`config.mk`:
```
export PLATFORM = sky130hd
export DESIGN_NAME = mem_slice_flat
export DESIGN_NICKNAME = d
export VERILOG_FILES = /design/src/rtl/mem_slice_pkg.sv /design/src/rtl/mem_slice_if.sv /design/src/rtl/mem_slice_wait_ctr.sv /design/src/rtl/mem_slice.sv /design/src/flat_wrapper.sv
export SDC_FILE = /design/constraint.sdc
export NUM_CORES = 1
export LEC_CHECK = 0
export CAP_MARGIN = 20
export CORE_MARGIN = 1.5
export CORE_UTILIZATION = 35
export CTS_CLUSTER_SIZE = 8
export DETAILED_ROUTE_END_ITERATION = 10
export MAX_ROUTING_LAYER = met4
export PLACE_DENSITY = 0.7
export SETUP_SLACK_MARGIN = 0.02
export SYNTH_ARGS = -nofsm -noshare
export SYNTH_HDL_FRONTEND = slang
export SYNTH_HIERARCHICAL = 1
export SYNTH_SLANG_ARGS = --single-unit
export TNS_END_PERCENT = 10
```
`constraint.sdc`:
```
create_clock -name clk -period 2.85 [get_ports clk]
set_clock_uncertainty 0.2 [all_clocks]
set_input_delay 0.285 -clock clk [delete_from_list [all_inputs] [get_ports clk]]
set_output_delay 0.285 -clock clk [all_outputs]
set_load 0.01 [all_outputs]
```
`src/rtl/mem_slice_pkg.sv`:
```
// -----------------------------------------------------------------------------
// mem_pkg
//   Shared types and field positions for the MEM pipeline stage.
//   - mem_state_t : access sequencer states (IDLE, BUSY, DONE, ERR)
//   - M_READ/M_WRITE      : bit positions inside the 2-bit M control field
//   - WB_REGWRITE/WB_MEMTOREG : bit positions inside the 7-bit WB field
//   - is_mem_op / is_read : decode helpers for the M field
// -----------------------------------------------------------------------------
package mem_pkg;

  typedef enum logic [1:0] {
    IDLE = 2'd0,
    BUSY = 2'd1,
    DONE = 2'd2,
    ERR  = 2'd3
  } mem_state_t;

  localparam int M_READ      = 1;
  localparam int M_WRITE     = 0;
  localparam int WB_REGWRITE = 0;
  localparam int WB_MEMTOREG = 1;

  localparam int WB_W = 7;
  localparam int M_W  = 2;
  localparam int RD_W = 4;

  // Any memory access at all.
  function automatic logic is_mem_op(input logic [M_W-1:0] m);
    return m[M_READ] | m[M_WRITE];
  endfunction

  // A read is only performed when the write bit is clear: write wins.
  function automatic logic is_read(input logic [M_W-1:0] m);
    return m[M_READ] & ~m[M_WRITE];
  endfunction

endpackage

```
`src/rtl/mem_slice_if.sv`:
```
// -----------------------------------------------------------------------------
// mem_slice_if
//   Data-memory request/ready bus between the MEM stage and the data memory.
//   Ports (signals):
//     mem_addr  : access address            (master -> slave)
//     mem_wdata : store data                (master -> slave)
//     mem_req   : access request            (master -> slave)
//     mem_we    : 1 = write, 0 = read       (master -> slave)
//     mem_rdata : read data, valid w/ ready (slave -> master)
//     mem_ready : access complete           (slave -> master)
//   Modports: master (MEM stage), slave (memory).
// -----------------------------------------------------------------------------
interface mem_slice_if #(
  parameter int DW = 16
);
  import mem_pkg::*;

  logic [DW-1:0] mem_addr;
  logic [DW-1:0] mem_wdata;
  logic          mem_req;
  logic          mem_we;
  logic [DW-1:0] mem_rdata;
  logic          mem_ready;

  modport master (
    output mem_addr,
    output mem_wdata,
    output mem_req,
    output mem_we,
    input  mem_rdata,
    input  mem_ready
  );

  modport slave (
    input  mem_addr,
    input  mem_wdata,
    input  mem_req,
    input  mem_we,
    output mem_rdata,
    output mem_ready
  );

endinterface

```
`src/rtl/mem_slice_wait_ctr.sv`:
```
// -----------------------------------------------------------------------------
// mem_wait_ctr
//   Watchdog counter for the MEM stage. Counts cycles spent waiting on the
//   data memory and flags when the last permitted wait cycle is reached.
//   Ports:
//     clk, rst : clock, synchronous active-high reset
//     clr      : return count to zero
//     en       : advance count by one
//     expire   : count has reached MAX_WAIT-1
// -----------------------------------------------------------------------------
module mem_wait_ctr #(
  parameter int MAX_WAIT = 8
) (
  input  logic clk,
  input  logic rst,
  input  logic clr,
  input  logic en,
  output logic expire
);
  import mem_pkg::*;

  localparam int CW = (MAX_WAIT > 1) ? $clog2(MAX_WAIT) : 1;
  localparam logic [CW-1:0] LAST = CW'(MAX_WAIT - 1);

  logic [CW-1:0] wait_cnt;

  always_ff @(posedge clk) begin
    if (rst || clr) begin
      wait_cnt <= '0;
    end else if (en) begin
      wait_cnt <= wait_cnt + CW'(1);
    end
  end

  assign expire = (wait_cnt == LAST);

endmodule

```
`src/rtl/mem_slice.sv`:
```
// -----------------------------------------------------------------------------
// mem_slice
//   MEM pipeline stage. Registers the execute-stage outputs, performs a
//   data-memory access over a req/ready handshake, stalls upstream while the
//   access is outstanding and hands a single-shot writeback bundle to WB.
//   A watchdog turns a memory that never answers into a sticky error.
//   Ports:
//     clk, rst        : clock, synchronous active-high reset
//     flush           : load a bubble instead of the EX outputs
//     WB_in, M_in     : writeback / memory control from EX
//     addr_in, data_in, result_in, rd_in : EX datapath outputs
//     mem             : data-memory bus (master side)
//     WB, wb_data, rd, wb_valid : writeback bundle to WB stage
//     stall           : freeze upstream and this stage's input register
//     mem_err         : sticky timeout flag
//     fwd_we, fwd_rd, fwd_data : forwarding-unit view of the bundle
// -----------------------------------------------------------------------------
module mem_slice
  import mem_pkg::*;
#(
  parameter int            DW       = 16,
  parameter int            MAX_WAIT = 8,
  parameter logic [DW-1:0] ERR_DATA = '0
) (
  input  logic             clk,
  input  logic             rst,
  input  logic             flush,
  input  logic [WB_W-1:0]  WB_in,
  input  logic [M_W-1:0]   M_in,
  input  logic [DW-1:0]    addr_in,
  input  logic [DW-1:0]    data_in,
  input  logic [DW-1:0]    result_in,
  input  logic [RD_W-1:0]  rd_in,
  mem_slice_if.master      mem,
  output logic [WB_W-1:0]  WB,
  output logic [DW-1:0]    wb_data,
  output logic [RD_W-1:0]  rd,
  output logic             wb_valid,
  output logic             stall,
  output logic             mem_err,
  output logic             fwd_we,
  output logic [RD_W-1:0]  fwd_rd,
  output logic [DW-1:0]    fwd_data
);

  logic [WB_W-1:0] WB_q;
  logic [M_W-1:0]  M_q;
  logic [DW-1:0]   addr_q;
  logic [DW-1:0]   data_q;
  logic [DW-1:0]   result_q;
  logic [RD_W-1:0] rd_q;
  logic [DW-1:0]   rdata_q;

  mem_state_t state, state_nxt;

  logic mem_op;
  logic rd_op;
  logic mem_req;
  logic cnt_clr;
  logic cnt_en;
  logic expire;
  logic cap_rd;
  logic to_err;
  logic sel_mem;

  assign mem_op = is_mem_op(M_q);
  assign rd_op  = is_read(M_q);

  // ---- stage input register (EX -> MEM) ----
  // Holds while stalled so the committed access sees stable operands; flush
  // only has to kill the control fields, the rest become don't-care.
  always_ff @(posedge clk) begin
    if (rst) begin
      WB_q     <= '0;
      M_q      <= '0;
      addr_q   <= '0;
      data_q   <= '0;
      result_q <= '0;
      rd_q     <= '0;
    end else if (!stall) begin
      WB_q     <= flush ? '0 : WB_in;
      M_q      <= flush ? '0 : M_in;
      addr_q   <= addr_in;
      data_q   <= data_in;
      result_q <= result_in;
      rd_q     <= rd_in;
    end
  end

  // ---- access sequencer ----
  always_ff @(posedge clk) begin
    if (rst) begin
      state <= IDLE;
    end else begin
      state <= state_nxt;
    end
  end

  always_comb begin
    state_nxt = state;
    mem_req   = 1'b0;
    stall     = 1'b0;
    wb_valid  = 1'b0;
    cnt_clr   = 1'b0;
    cnt_en    = 1'b0;
    cap_rd    = 1'b0;
    to_err    = 1'b0;
    sel_mem   = 1'b0;
    case (state)
      IDLE: begin
        if (mem_op) begin
          mem_req = 1'b1;
          stall   = 1'b1;
          if (mem.mem_ready) begin
            cap_rd    = rd_op;
            state_nxt = DONE;
          end else begin
            cnt_en    = 1'b1;
            state_nxt = BUSY;
          end
        end else begin
          wb_valid = 1'b1;
        end
      end
      BUSY: begin
        mem_req = 1'b1;
        stall   = 1'b1;
        if (mem.mem_ready) begin
          cap_rd    = rd_op;
          state_nxt = DONE;
        end else if (expire) begin
          to_err    = 1'b1;
          state_nxt = ERR;
        end else begin
          cnt_en = 1'b1;
        end
      end
      DONE, ERR: begin
        // Loaded data exists only when a read was performed; writes (including
        // the both-bits-set case) return the ALU result.
        wb_valid  = 1'b1;
        sel_mem   = WB_q[WB_MEMTOREG] & rd_op;
        cnt_clr   = 1'b1;
        state_nxt = IDLE;
      end
      default: begin
        state_nxt = IDLE;
      end
    endcase
  end

  mem_wait_ctr #(
    .MAX_WAIT (MAX_WAIT)
  ) u_wait_ctr (
    .clk    (clk),
    .rst    (rst),
    .clr    (cnt_clr),
    .en     (cnt_en),
    .expire (expire)
  );

  // ---- load data / error capture ----
  always_ff @(posedge clk) begin
    if (rst) begin
      rdata_q <= '0;
    end else if (cap_rd) begin
      rdata_q <= mem.mem_rdata;
    end else if (to_err) begin
      rdata_q <= ERR_DATA;
    end
  end

  // Set on entry to ERR so the flag is already visible alongside the
  // substituted writeback.
  always_ff @(posedge clk) begin
    if (rst) begin
      mem_err <= 1'b0;
    end else if (to_err) begin
      mem_err <= 1'b1;
    end
  end

  // ---- memory bus and writeback outputs ----
  assign mem.mem_addr  = addr_q;
  assign mem.mem_wdata = data_q;
  assign mem.mem_we    = M_q[M_WRITE];
  assign mem.mem_req   = mem_req;

  // WB is gated so a stalled instruction can never write the register file
  // on more than one cycle.
  assign WB       = wb_valid ? WB_q : '0;
  assign wb_data  = sel_mem ? rdata_q : result_q;
  assign rd       = rd_q;
  assign fwd_we   = WB_q[WB_REGWRITE] & wb_valid;
  assign fwd_rd   = rd_q;
  assign fwd_data = wb_data;

endmodule

```
`src/flat_wrapper.sv`:
```
// flat-port wrapper written by rule: the top's interface ports become plain ports
module mem_slice_flat import mem_pkg::*;
#(
  parameter int            DW       = 16,
  parameter int            MAX_WAIT = 8,
  parameter logic [DW-1:0] ERR_DATA = '0
)
  (clk, rst, flush, WB_in, M_in, addr_in, data_in, result_in, rd_in, WB, wb_data, rd, wb_valid, stall, mem_err, fwd_we, fwd_rd, fwd_data, mem_mem_addr, mem_mem_wdata, mem_mem_req, mem_mem_we, mem_mem_rdata, mem_mem_ready);
  mem_slice_if #(.DW(DW)) mem_i ();
  input  logic clk;
  input  logic rst;
  input  logic flush;
  input  logic [WB_W-1:0] WB_in;
  input  logic [M_W-1:0] M_in;
  input  logic [DW-1:0] addr_in;
  input  logic [DW-1:0] data_in;
  input  logic [DW-1:0] result_in;
  input  logic [RD_W-1:0] rd_in;
  output logic [WB_W-1:0] WB;
  output logic [DW-1:0] wb_data;
  output logic [RD_W-1:0] rd;
  output logic wb_valid;
  output logic stall;
  output logic mem_err;
  output logic fwd_we;
  output logic [RD_W-1:0] fwd_rd;
  output logic [DW-1:0] fwd_data;
  output wire logic [$bits(mem_i.mem_addr)-1:0] mem_mem_addr;
  output wire logic [$bits(mem_i.mem_wdata)-1:0] mem_mem_wdata;
  output wire logic [$bits(mem_i.mem_req)-1:0] mem_mem_req;
  output wire logic [$bits(mem_i.mem_we)-1:0] mem_mem_we;
  input wire logic [$bits(mem_i.mem_rdata)-1:0] mem_mem_rdata;
  input wire logic [$bits(mem_i.mem_ready)-1:0] mem_mem_ready;
  assign mem_mem_addr = mem_i.mem_addr;
  assign mem_mem_wdata = mem_i.mem_wdata;
  assign mem_mem_req = mem_i.mem_req;
  assign mem_mem_we = mem_i.mem_we;
  assign mem_i.mem_rdata = mem_mem_rdata;
  assign mem_i.mem_ready = mem_mem_ready;
  mem_slice #(.DW(DW), .MAX_WAIT(MAX_WAIT), .ERR_DATA(ERR_DATA)) u_core (.clk(clk), .rst(rst), .flush(flush), .WB_in(WB_in), .M_in(M_in), .addr_in(addr_in), .data_in(data_in), .result_in(result_in), .rd_in(rd_in), .mem(mem_i), .WB(WB), .wb_data(wb_data), .rd(rd), .wb_valid(wb_valid), .stall(stall), .mem_err(mem_err), .fwd_we(fwd_we), .fwd_rd(fwd_rd), .fwd_data(fwd_data));
endmodule
```
==> run summary, run 1 <==
DP HPWL - 6.74 mm
Total Power - 0.00316 W
Synth area leaders - dfxtp_1 46%, nand3_1 8.5%, o21ai_0 8.5%, a21oi_1 8.2%, buf_4 4.6%
GR Util met3 - 0.0420
CP required - 2.37 ns
Core area - 9860 µm²
Synth Instances - 398
Total global-route track usage - 0.189
Remaining DRCs - 0
Area grow syn2layout - 48.7%
Critical path peak fanout - 16
Yosys top cell by area - dfxtp_1
Root cell of the clock tree - clkbuf_8
Crit path largest cell delay - 0.51 ns
Final worst path period share - 0.942
Syn avg cell area - 9.02 µm²
Final setup violation count - 0
Synth async-reset ratio - 0
Worst Hold Depth - 2
Most used routing layer - met2
Met2 track demand over resource - 0.313
Post-place setup slack - 0.435 ns
Non-Filler Instances - 658
Pins Over Slew Limit - 0
Detail Route Antenna Nets - 0
FP Rows - 36
GR Util met1 - 0.228
Drt pass-1 iters - 5
CTS tree - built
H-tree levels - 3
Maximum vdd ir drop - 0.000281 V
Yosys synthesis warning count - 6
Post-synth top flop - dfxtp_1
Post-synth top cells - 83 x dfxtp_1, 61 x nand3_1, 61 x o21ai_0
Slowest-stage cell, CP - clkdlybuf4s50_1
Setup TNS Final - 0 ns
EDFF count, synth - 0
Count leader, synth - dfxtp_1
Setup ws final - 0.166 ns
CTS buffer count - 9
Routability cong. - 0.775
Clock buffer depth - 2
R2R cell count - 4
Total wire length - 10.3 mm
Number of port buffers - 165
Clock Latency Late Sink - 0.35 ns
Mapped Area - 3590 µm²
CP cell instances - nor2b_4 > nand3_4 > mux2_1 > clkdlybuf4s50_1
PD cells - 593 nW/µm²
Yosys reg bits - 83
Sequential-to-total area share from yosys stat - 0.463
Crit. End Element - output pin
I/O pins - 166
Die area - 10,900 µm²
P_leak - 1.91 nW
Grt total ovfl - 0
Rel. slew slack - 0.473
Die Span Y - 104 µm
Dpl cells - 643
DR vias - 3,402
WP data arrival - 2.20 ns
Initial Utilization - 0.364
Maxcap violations - 0
Achievable Freq - 373 MHz
Worst min path class - in2reg
Layout cells sized above 1 - 0.0990
Post-layout min period - 2.68 ns
Endpoints failing hold - 0
Drt first-iter violations - 131
RSZ-0062 raised after global routing - no
Avg WL per Cell - 15.6 µm
CP Class - reg2out
Ant diodes - 0
Via density - 5.17
Post-synthesis net count - 481
Largest net degree at the start of global routing - 60
Yosys top cell area share - 0.463
Vias in the first global route - 3,326
Status - completed
Startpoint Class - flop
Nets - 604
Yosys cell types - 36
Worst-Margin Slew - 0.790 ns
Setup bufs post-CTS - 0
Initial antenna violation count - 0
Cts hold-fix bufs - 0
R2r setup slk - 0.45 ns
Sink Count - 83
Die X-Extent - 104 µm
First-pass GRT wire length - 16.4 mm
Clk slew on worst S/H paths - 0.09 ns
-- logic make-up after synthesis --
group,Yosys count,synth area share
xor gates and xnor gates,1,0.00244
and+or+nand+nor,87,0.138
DFF,83,0.463
AOI/OAI and AO/OA,142,0.232
muxes,18,0.0558
buffers and inverters,65,0.102
adders and majority gates,2,0.00697
-- repair_timing --
item	4_1_cts	5_1_grt
hold endpoints to repair	0	0
setup endpoints to repair	0	8
gates resized for setup	0	1
-- per-stage QoR --
step,hold slack (ns),util,cell area [µm²]
floorplan,0.156,-,3590
global placement,0.249,0.519,5110
detailed placement,0.256,0.519,5110
CTS,0.0443,0.540,5330
global route,0.0621,0.541,5340
finish,0.0553,0.541,5340
-- cells in the final DEF (no fill, tap or decap), types with 10 or more instances in the layout --
cell type,netlist,final
dfxtp_1,83,82
clkbuf_8,0,10
mux2_2,10,10
o21ai_0,61,61
a21oi_1,59,59
a22o_1,10,10
clkdlybuf4s50_1,0,164
nand3_1,61,61
-- layout make-up --
class,instances,area [µm²]
clock buffer,10,138
clock inverter,5,77.6
fill,924,4530
inverter,5,18.8
multi-input combinational,250,1570
sequential,83,1660
tap,133,166
timing repair buffer,172,1700
-- worst max-delay path, delay by kind of cell (launching register included) --
family / cells / cell delay [ns]
flip-flops: 1 / 0.41
AND/OR/NAND/NOR: 2 / 0.50
buffers and inverters: 1 / 0.51
multiplexers: 1 / 0.43
-- sequential cells by signal, summed over array words and instances, names as in the netlist --
name	flops
u_core/mem.mem_addr	16
u_core/mem.mem_wdata	16
u_core/rdata_q	16
u_core/result_q	16
u_core/WB_q	7
u_core/fwd_rd	4
u_core/u_wait_ctr/wait_cnt	3
u_core/M_q	2
u_core/state	2
u_core/mem_err	1
-- power by group --
| group | switching [W] | leakage (nW) | internal (W) | total (W) |
|---|---|---|---|---|
| sequential | 0.0000702 | 0.683 | 0.00127 | 0.00134 |
| combinational | 0.000426 | 1.12 | 0.000461 | 0.000887 |
| clock | 0.000423 | 0.108 | 0.000510 | 0.000933 |
| total | 0.000919 | 1.91 | 0.00224 | 0.00316 |
-- path summary, 6_finish.rpt --
kind,from,endpoint
max reg2reg,u_core/state[1],u_core/rdata_q[4]
min,rst,u_core/result_q[1]
max,u_core/M_q[1],fwd_data[12]
min reg2reg,u_core/mem.mem_wdata[10],u_core/mem.mem_wdata[10]
-- metal layers --
layer / share of wire / wire length, µm
met5: 0 / 0
met2: 0.48 / 4950
met1: 0.46 / 4690
met3: 0.042 / 434
met4: 0.018 / 188
No activity file was read; power rests on OpenSTA's default activity.
==> inputs of run 2 (changes only) <==
==> constraint.sdc (replaced) <==
create_clock -name clk -period 3.1 [get_ports clk]
set_clock_uncertainty 0.2 [all_clocks]
set_input_delay 0.31 -clock clk [delete_from_list [all_inputs] [get_ports clk]]
set_output_delay 0.31 -clock clk [all_outputs]
set_load 0.01 [all_outputs]
==> run 2 against run 1 <==
- register-to-register slack gained 0.26 ns
- sequential share of layout area hardly changed
- power decreased by 7.6%
- routed wire length rose by 0.16%
- utilization increased by 0.063 points
==> run summary, run 2 (synthesized netlist as in run 1, its figures left out) <==
Status - completed
Ant diodes - 0
Drt first-iter violations - 128
H-tree levels - 3
P_int - 0.00207 W
Grt total ovfl - 0
CP cell instances - nor2b_2 > nand3_4 > mux2_1 > clkdlybuf4s50_1
Pins Over Slew Limit - 0
Worst-Margin Slew - 0.779 ns
Fill cells - 895
I/O pins - 166
Die X-Extent - 104 µm
Worst min path class - in2reg
Switching share of power - 0.292
Vias in the first global route - 3,307
WP data arrival - 2.25 ns
Clock Power Share - 0.298
Sink Count - 83
CTS tree - built
Endpoints failing hold - 0
Initial Utilization - 0.364
Routability cong. - 0.773
Startpoint Class - flop
Rel. slew slack - 0.481
Maximum vdd ir drop - 0.000284 V
Crit path largest cell delay - 0.50 ns
Crit. End Element - output pin
Maxcap violations - 0
Psw - 0.000852 W
Most common cell after layout, fill and taps aside - clkdlybuf4s50_1
Cts hold-fix bufs - 0
Avg WL per Cell - 15.6 µm
Post-layout min period - 2.76 ns
Root cell of the clock tree - clkbuf_8
Clock Latency Late Sink - 0.34 ns
Final worst path period share - 0.892
WL met1 - 4.67 mm
Largest net degree at the start of global routing - 60
Number of port buffers - 165
Core area - 9860 µm²
DP HPWL - 6.67 mm
Sequential share of power - 0.423
Met3 WL - 448 µm
Nets - 604
Layout cells sized above 1 - 0.101
Fin util - 0.541
Slowest-stage cell, CP - clkdlybuf4s50_1
DR vias - 3,401
Remaining DRCs - 0
Clock buffer depth - 2
Clk slew on worst S/H paths - 0.09 ns
Achievable Freq - 362 MHz
Cts repair resizes - 0
Setup TNS Final - 0 ns
Die Span Y - 104 µm
Most frequent cells in the layout - 164 x clkdlybuf4s50_1, 82 x dfxtp_1, 61 x nand3_1, 61 x o21ai_0, 59 x a21oi_1
CP Class - reg2out
Total wire length - 10.3 mm
CTS buffer count - 9
Drt pass-1 iters - 4
Setup ws final - 0.335 ns
Via density - 5.16
FP Rows - 36
Area grow syn2layout - 48.8%
Critical path peak fanout - 16
RSZ-0062 raised after global routing - no
Post-place setup slack - 0.671 ns
Total global-route track usage - 0.193
Detail Route Antenna Nets - 0
Top Layer Used - met4
First-pass GRT wire length - 16.6 mm
Final setup violation count - 0
Logic gate share of total power - 0.279
Setup bufs post-CTS - 0
P_leak - 1.91 nW
Die area - 10,900 µm²
Initial antenna violation count - 0
PD cells - 547 nW/µm²
Met2 Wirelength - 5.09 mm
CP required - 2.59 ns
## run 2: metrics by stage
step	area, µm²	cells	total power [W]	hold WS (ns)
after floorplan	3590	398	0.00168	0.181
after global placement	5110	643	0.00206	0.249
after detailed placement	5110	643	0.00207	0.258
after CTS	5340	659	0.00296	0.0788
after global routing	5340	659	0.00307	0.0889
final	5340	659	0.00292	0.0994
## run 2: final cells by class
class	count	area, µm²	share of cell area
flip-flops and latches	83	1660	0.311
clock buffers	10	138	0.0258
well taps	133	166	0.0312
clock inverters	6	88.8	0.0166
multi-input cells	250	1570	0.294
repair buffers	172	1700	0.318
inverters	5	18.8	0.00351
## run 2: metal layers
metal / vias up / track usage
li1: 1643 / -
met1: 1631 / 0.235
met2: 123 / 0.325
met3: 4 / 0.0395
met4: 0 / 0.0536
met5: - / -
## run 2: worst max-delay path, delay by kind of cell (launching register included)
kind,cells,cell delay [ns]
muxes,1,0.42
DFF,1,0.40
buffers and inverters,1,0.50
and+or+nand+nor,2,0.59
## run 2: path summary, 6_finish.rpt
path | startpoint | end | slack [ns] | cells after the start
min | rst | u_core/result_q[2] | 0.1 | 2
max reg2reg | u_core/state[1] | u_core/rdata_q[11] | 0.71 | 4
min reg2reg | u_core/mem.mem_wdata[2] | u_core/mem.mem_wdata[2] | 0.27 | 2
max | u_core/M_q[1] | fwd_data[14] | 0.34 | 4
## run 2: power groups by stage
stage	sequential (W)	clock, W	combinational (W)
floorplan	0.00127	0	0.000415
global placement	0.00125	0	0.000804
detailed placement	0.00126	0	0.000816
CTS	0.00124	0.000904	0.000820
global route	0.00125	0.000947	0.000879
finish	0.00124	0.000872	0.000815
